$ cat src/rtl/cla_serial_sub_pkg.sv
// Shared types for the serial CLA subtractor: FSM state encoding.
package cla_serial_sub_pkg;

    typedef enum logic [1:0] {
        IDLE = 2'd0,
        RUN  = 2'd1,
        DONE = 2'd2
    } state_t;

endpackage

$ cat src/rtl/cla_serial_sub_cla2_slice.sv
// Purely combinational 2-bit carry-lookahead adder slice.
module cla2_slice (
    input  logic [1:0] x,
    input  logic [1:0] y,
    input  logic       cin,
    output logic [1:0] s,
    output logic       cout
);

    logic [1:0] g;
    logic [1:0] p;
    logic       c1;

    always_comb begin
        g    = x & y;
        p    = x ^ y;
        c1   = g[0] | (p[0] & cin);
        s    = {p[1] ^ c1, p[0] ^ cin};
        cout = g[1] | (p[1] & g[0]) | (p[1] & p[0] & cin);
    end

endmodule

$ cat src/rtl/cla_serial_sub.sv
// Multi-cycle subtractor: a - b computed as a + ~b + 1, two bits per clock
// through one shared cla2_slice, with valid/ready handshakes on both sides.
module cla_serial_sub
    import cla_serial_sub_pkg::*;
#(
    parameter int unsigned WIDTH = 8
) (
    input  logic             clk,
    input  logic             rst_n,
    input  logic             in_valid,
    output logic             in_ready,
    input  logic [WIDTH-1:0] a,
    input  logic [WIDTH-1:0] b,
    output logic             out_valid,
    input  logic             out_ready,
    output logic [WIDTH-1:0] diff,
    output logic             borrow_out,
    output logic             overflow
);

    localparam int unsigned N  = WIDTH / 2;
    localparam int unsigned IW = (N > 1) ? $clog2(N) : 1;

    generate
        if ((WIDTH % 2) != 0 || WIDTH < 2) begin : g_width_check
            $error("cla_serial_sub: WIDTH must be even and >= 2");
        end
    endgenerate

    state_t            state, state_n;
    logic [WIDTH-1:0]  a_r, a_n;
    logic [WIDTH-1:0]  b_r, b_n;
    logic [IW-1:0]     idx, idx_n;
    logic              carry, carry_n;
    logic [WIDTH-1:0]  diff_n;
    logic              borrow_n, overflow_n;
    logic              in_ready_n, out_valid_n;

    logic [IW:0]       sh;
    logic [1:0]        sl_x, sl_y, sl_s;
    logic              sl_cout;
    logic [WIDTH-1:0]  mask, ins;

    // Select the current 2-bit slice of the operands; subtrahend is inverted.
    always_comb begin
        sh   = {idx, 1'b0};
        sl_x = 2'(a_r >> sh);
        sl_y = ~(2'(b_r >> sh));
        mask = WIDTH'(2'b11) << sh;
        ins  = WIDTH'(sl_s) << sh;
    end

    cla2_slice u_slice (
        .x    (sl_x),
        .y    (sl_y),
        .cin  (carry),
        .s    (sl_s),
        .cout (sl_cout)
    );

    always_comb begin
        state_n     = state;
        a_n         = a_r;
        b_n         = b_r;
        idx_n       = idx;
        carry_n     = carry;
        diff_n      = diff;
        borrow_n    = borrow_out;
        overflow_n  = overflow;
        in_ready_n  = in_ready;
        out_valid_n = out_valid;

        case (state)
            IDLE: begin
                if (in_valid) begin
                    a_n        = a;
                    b_n        = b;
                    idx_n      = '0;
                    carry_n    = 1'b1;
                    in_ready_n = 1'b0;
                    state_n    = RUN;
                end
            end
            RUN: begin
                diff_n  = (diff & ~mask) | ins;
                carry_n = sl_cout;
                idx_n   = idx + IW'(1);
                if (idx == IW'(N - 1)) begin
                    borrow_n    = ~sl_cout;
                    overflow_n  = (a_r[WIDTH-1] != b_r[WIDTH-1]) && (sl_s[1] != a_r[WIDTH-1]);
                    out_valid_n = 1'b1;
                    state_n     = DONE;
                end
            end
            DONE: begin
                if (out_ready) begin
                    out_valid_n = 1'b0;
                    in_ready_n  = 1'b1;
                    state_n     = IDLE;
                end
            end
            default: begin
                state_n     = IDLE;
                in_ready_n  = 1'b1;
                out_valid_n = 1'b0;
            end
        endcase
    end

    always_ff @(posedge clk or negedge rst_n) begin
        if (!rst_n) begin
            state      <= IDLE;
            a_r        <= '0;
            b_r        <= '0;
            idx        <= '0;
            carry      <= 1'b1;
            diff       <= '0;
            borrow_out <= 1'b0;
            overflow   <= 1'b0;
            in_ready   <= 1'b1;
            out_valid  <= 1'b0;
        end else begin
            state      <= state_n;
            a_r        <= a_n;
            b_r        <= b_n;
            idx        <= idx_n;
            carry      <= carry_n;
            diff       <= diff_n;
            borrow_out <= borrow_n;
            overflow   <= overflow_n;
            in_ready   <= in_ready_n;
            out_valid  <= out_valid_n;
        end
    end

endmodule

$ cat config.mk
export PLATFORM = sky130hd
export DESIGN_NAME = cla_serial_sub
export DESIGN_NICKNAME = d
export VERILOG_FILES = /design/src/rtl/cla_serial_sub_pkg.sv /design/src/rtl/cla_serial_sub_cla2_slice.sv /design/src/rtl/cla_serial_sub.sv
export SDC_FILE = /design/constraint.sdc
export NUM_CORES = 1
export LEC_CHECK = 0
export BUFFER_PORTS_ARGS = -buffer_cell sky130_fd_sc_hd__buf_4
export CAP_MARGIN = 15
export CORE_ASPECT_RATIO = 0.9
export CORE_MARGIN = 2
export CORE_UTILIZATION = 25
export DETAILED_ROUTE_END_ITERATION = 8
export PLACE_DENSITY = 0.41
export REMOVE_ABC_BUFFERS = 1
export SLEW_MARGIN = 0
export SYNTH_ARGS = -nofsm -noshare
export SYNTH_HDL_FRONTEND = slang
export SYNTH_SLANG_ARGS = --single-unit
$ cat constraint.sdc
create_clock -name clk -period 6.2 [get_ports clk]
set_input_delay 1.24 -clock clk [delete_from_list [all_inputs] [get_ports clk]]
set_output_delay 1.24 -clock clk [all_outputs]
set_load 0.02 [all_outputs]
---- After elaboration in Yosys (flattened, before gate mapping) ----
Cells that the tools add are included.
word-level totals
  register bits ........................... 33
  input bits .............................. 20
  word-level logic and storage cells ...... 64
cells by class
  add/sub/neg operators ................... 1
  equality and inequality tests ........... 8
  shift-type cells ........................ 4
  multiplexer cells ....................... 14
  bitwise operators ....................... 18
  reduce and logical (&&, ||, !) cells .... 9
operators by type and width
  cell                                                  number
  >> shifter 8 x 3 -> 2 bit                             2
  AND reduction 3 bit                                   3
  AND 8 bit                                             1
  two-way mux 2 bit                                     4
  NOT 8 bit                                             1
  OR 8 bit                                              1
  << shifter 2 x 3 -> 8 bit                             1
  << shifter 2 x 3 -> 8 bit (first input constant)      1
  != test 2 bit (second input constant)                 3
  case mux 1 bit (3 select lines)                       2
  case mux 2 bit (3 select lines)                       1
  AND reduction 2 bit                                   3
  two-way mux 1 bit                                     5
  AND 1 bit                                             4
  equality test 2 bit (second input constant)           2
  case mux 2 bit (2 select lines)                       1
  NOT 1 bit                                             3
  OR 1 bit                                              3
  adder 2 x 1 -> 2 bit (second input constant)          1
  AND 2 bit                                             1
  equality test 2 x 1 -> 1 bit (second input constant)  1
  logical NOT 2 bit                                     1
  != test 1 bit                                         2
  NOT 2 bit                                             1
  other kinds (5)                                       6

---- Logic depth before layout (Yosys ltp) ----
  depth after elaboration ................. 8
  mapped depth ............................ 7
  depth with buffers taken out ............ 6

---- Cells and area by module ----
From an unflattened synthesis, not the netlist that was laid out.
second synthesis, totals
  cell total of the unflattened synthesis .. 123
  area, all modules ....................... 1619.1 um^2
modules (own cells, without submodules)
  module          instances  cells an instance  area an instance (um^2)
  cla_serial_sub  1          112                1536.5
  cla2_slice      1          11                 82.6

---- Worst setup path after synthesis ----
Ideal clock, no wire load.
  path type ............................... reg2reg
  start point ............................. register idx[0]
  end point ............................... register overflow
  library setup time ...................... 0.088 ns
  arrival time ............................ 2.136 ns
  data required time ...................... 6.112 ns
  path slack .............................. 3.976 ns
  cell stages (with the launch flop) ...... 7
  clock period less this slack ............ 2.224 ns
  cell sequence ........................... dfrtp_1 buf_2 mux4_2 ha_1 xnor2_1 or3b_1 a41oi_1
between the ends
  longest elaborated chain between the ends .. 8
  elaborated cells between the ends (all ways) .. 12
  classes of those cells .................. eq/ne: 2; shift: 2; bitwise: 6; reduce/logical: 2
ends and longest elaborated chain
  item                       RTL line                         source
  from (decl)                cla_serial_sub.sv:33             logic [IW-1:0] idx, idx_n;
  from (signal assigned)     cla_serial_sub.sv:126            idx <= idx_n;
  >> shifter 8 x 3 -> 2 bit  cla_serial_sub.sv:48             sl_y = ~(2'(b_r >> sh));
  NOT 2 bit                  cla_serial_sub.sv:48
  XOR 2 bit                  cla_serial_sub_cla2_slice.sv:16  p = x ^ y;
  AND 1 bit                  cla_serial_sub_cla2_slice.sv:17  c1 = g[0] | (p[0] & cin);
  OR 1 bit                   cla_serial_sub_cla2_slice.sv:17
  XOR 1 bit                  cla_serial_sub_cla2_slice.sv:18  s = {p[1] ^ c1, p[0] ^ cin};
  != test 1 bit              cla_serial_sub.sv:90             overflow_n = (a_r[WIDTH-1] != b_r[WIDTH-1]) && (sl_s[1] != a_r[WIDTH-1]);
  logical AND 1 bit          cla_serial_sub.sv:90
  to (signal assigned)       cla_serial_sub.sv:130            overflow <= overflow_n;
  to (decl)                  cla_serial_sub.sv:18             output logic overflow
Several ways; a longest one is shown, not always the timed one.
A chain may end at the register's enable or synchronous reset.

---- Worst setup path in the final report ----
Ends and elaborated chain as after synthesis.

==> reports/qor.csv <==
metric,value,unit
nFillCells,638,
pwr-share-comb,50.8,%
hold_violations,0,
hold_path_class,register to register,
cp-end-kind,register,
critPathArrivalTime,2770,ps
clkSlewWorstSetupHoldPaths,70,ps
synth_top_flop_cell,dfrtp_1,
wl_met3,164,µm
cts_buffers,5,
worst_clock_skew,3.35,ps
wl_met1,1.61,mm
clock_latency,280,ps
setup_violations,0,
relSlewSlack,34.7,%
yosysTopAreaCell,dfrtp_1,
cts_hold_buffers,0,
detail-route-antenna-nets,0,
io_pins,32,
clk_path_buf_depth,2,
status,"finished, final reports clean",
syn2layout_area_growth,23.3,%
cp-start-kind,register,
synth_top_area_share,47.8,%
cts_num_sinks,33,
pwr-share-clk,13.9,%
drcViolationCount,0,
fp.coreArea,6180,µm²
wl_per_cell,13.5,µm
grt_pass1_wl,5.28,mm
yosysSeqAreaShare,51.1,%
yosys_register_bits,33,
initialDrtViolationCount,50,
cts_tree,done,
dp_cells,232,
hpwl,2.38,mm
nets,179,
yosysUniqueCellTypes,34,
p_seq_share,35.3,%
num_antenna_cells,0,
place_congestion,0.728,
async_reset_ff_share,100,%
port-buffer-count,31,
stdcell_count,240,
p_sw,0.472,mW
dieArea,7150,µm²
vias,1023,
cp.required,6400,ps
synth_edf_count,0,
avgSynthCellArea,13.5,µm²
fin_crit,2570,ps
yosysWarnings,0,
synth_common_cells,"31 x dfrtp_1, 10 x mux2_4, 10 x nand2_1",
final_cell_area,2000,µm²
floorplan.initialDensity,26.2,%
finalCritPeriodShare,41.5,%
drive_above_1_share,40.5,%
drt_wl_total,3.25,mm
wl_met2,1.46,mm
setup_ws,3630,ps
grt_max_degree,34,
first_pass_iters,3,
setup_tns,0,ps
grt-ovfl-total,0,
power.density,611,nW/µm²
grt_pass1_vias,1058,
max-vdd-ir-drop,0.000154,V
leakage,0.918,nW
ctsResizeCount,0,
synthCells,120,
antenna_found_initial,0,
rsz0062_at_grt,no,
yosys-top-cells-area,"dfrtp_1 48%, mux2_4 9.3%, mux4_2 5.6%, ha_1 4.6%, mux2_2 4.2%",
synth_area,1620,µm²
rows,27,
dr.max_layer_used,met4,
dp_slack,3450,ps
path_max_fanout,13,
slew_violations,0,
placedInstanceArea,1910,µm²
power.share.switching,38.7,%
max_cap_violations,0,
synth_most_common_cell,dfrtp_1,
p_int,0.749,mW
totalPowerFinal,1.22,mW
fmax,389,MHz
track_usage,9.96,%
critPathKind,register to register,
die-height,80.4,µm
vias_per_cell,4.26,
worst_pin_slew,978,ps
cts_setup_buffers,0,
cts_max_level,2,
die_w,88.9,µm
cts_root_buf,clkbuf_8,
[final timing paths]
| check | endpoint | start | slack, ps | cells past startpoint |
|---|---|---|---|---|
| min in group asynchronous | diff[7]$_DFFE_PN0P_ | rst_n | 890 | 1 |
| hold reg to reg | diff[7]$_DFFE_PN0P_ | diff[7]$_DFFE_PN0P_ | 480 | 2 |
| hold / removal | diff[7]$_DFFE_PN0P_ | diff[7]$_DFFE_PN0P_ | 480 | 2 |
| max in group asynchronous | carry$_DFFE_PN1P_ | rst_n | 4970 | 1 |
| setup reg to reg | overflow$_DFFE_PN0P_ | idx[0]$_DFFE_PN0P_ | 3630 | 5 |
| setup / recovery | overflow$_DFFE_PN0P_ | idx[0]$_DFFE_PN0P_ | 3630 | 5 |
[power groups by stage]
stage / clock, mW / combinational, mW / sequential (mW)
6_report: 0.170 / 0.620 / 0.431
4_1_cts: 0.176 / 0.632 / 0.435
2_1_floorplan: 0 / 0.421 / 0.449
3_5_place_dp: 0 / 0.630 / 0.439
5_1_grt: 0.185 / 0.689 / 0.453
3_3_place_gp: 0 / 0.619 / 0.435
[metrics by stage]
step                      util (%)  hold slack (ps)
final                         32.3              483
after global routing          32.3              516
after detailed placement      30.9              473
after CTS                     32.3              490
after global placement        30.9              471
after floorplan                  -              475
[logic make-up (layout without fill, tap and decap cells)]
| group | after synthesis | after routing | synth area share (%) |
|---|---|---|---|
| mux | 21 | 21 | 19.6 |
| simple gates | 25 | 25 | 8.49 |
| flops | 33 | 33 | 51.1 |
| compound gates | 19 | 19 | 9.26 |
| fa+ha+maj | 7 | 7 | 5.86 |
| xor+xnor | 1 | 1 | 0.540 |
| buf+inv | 14 | 47 | 5.17 |
[layout make-up]
type	count	area, µm²	share of cell area, %
flip-flops and latches	33	828	41.4
multi-input cells	73	709	35.5
repair buffers	31	233	11.6
well taps	87	109	5.44
clock buffers	8	90.1	4.51
inverters	8	30.0	1.50
[worst max-delay path, stage by stage (launching register included)]
cell	delay, ps
dfrtp_1	710
mux4_2	610
fa_1	390
xnor2_1	210
or3b_1	370
a41oi_1	200
[sequential cells by signal, indices dropped and copies added (netlist names)]
register / cells
state: 2
b_r: 8
carry: 1
in_ready: 1
overflow: 1
diff: 8
a_r: 8
out_valid: 1
idx: 2
borrow_out: 1
[layout by cell type, fill, tap and decap left out, types with 2 or more instances in the layout]
| cell | instances |
|---|---|
| mux2_4 | 10 |
| dfstp_2 | 2 |
| a21oi_1 | 4 |
| buf_4 | 31 |
| a32o_1 | 4 |
| mux2_2 | 6 |
| inv_1 | 8 |
| mux4_2 | 4 |
| nor2_1 | 6 |
| ha_1 | 6 |
| a22o_1 | 4 |
| nand2_1 | 10 |
| nand3b_1 | 2 |
| clkbuf_1 | 2 |
| dfrtp_1 | 31 |
| clkbuf_8 | 6 |
[layer usage]
| metal | GRT usage [%] | vias up |
|---|---|---|
| li1 | - | 489 |
| met1 | 14.0 | 507 |
| met2 | 14.5 | 25 |
| met3 | 3.08 | 2 |
| met4 | 3.18 | 0 |
| met5 | 0 | - |
Note: power is estimated with default switching activity, not from simulation.
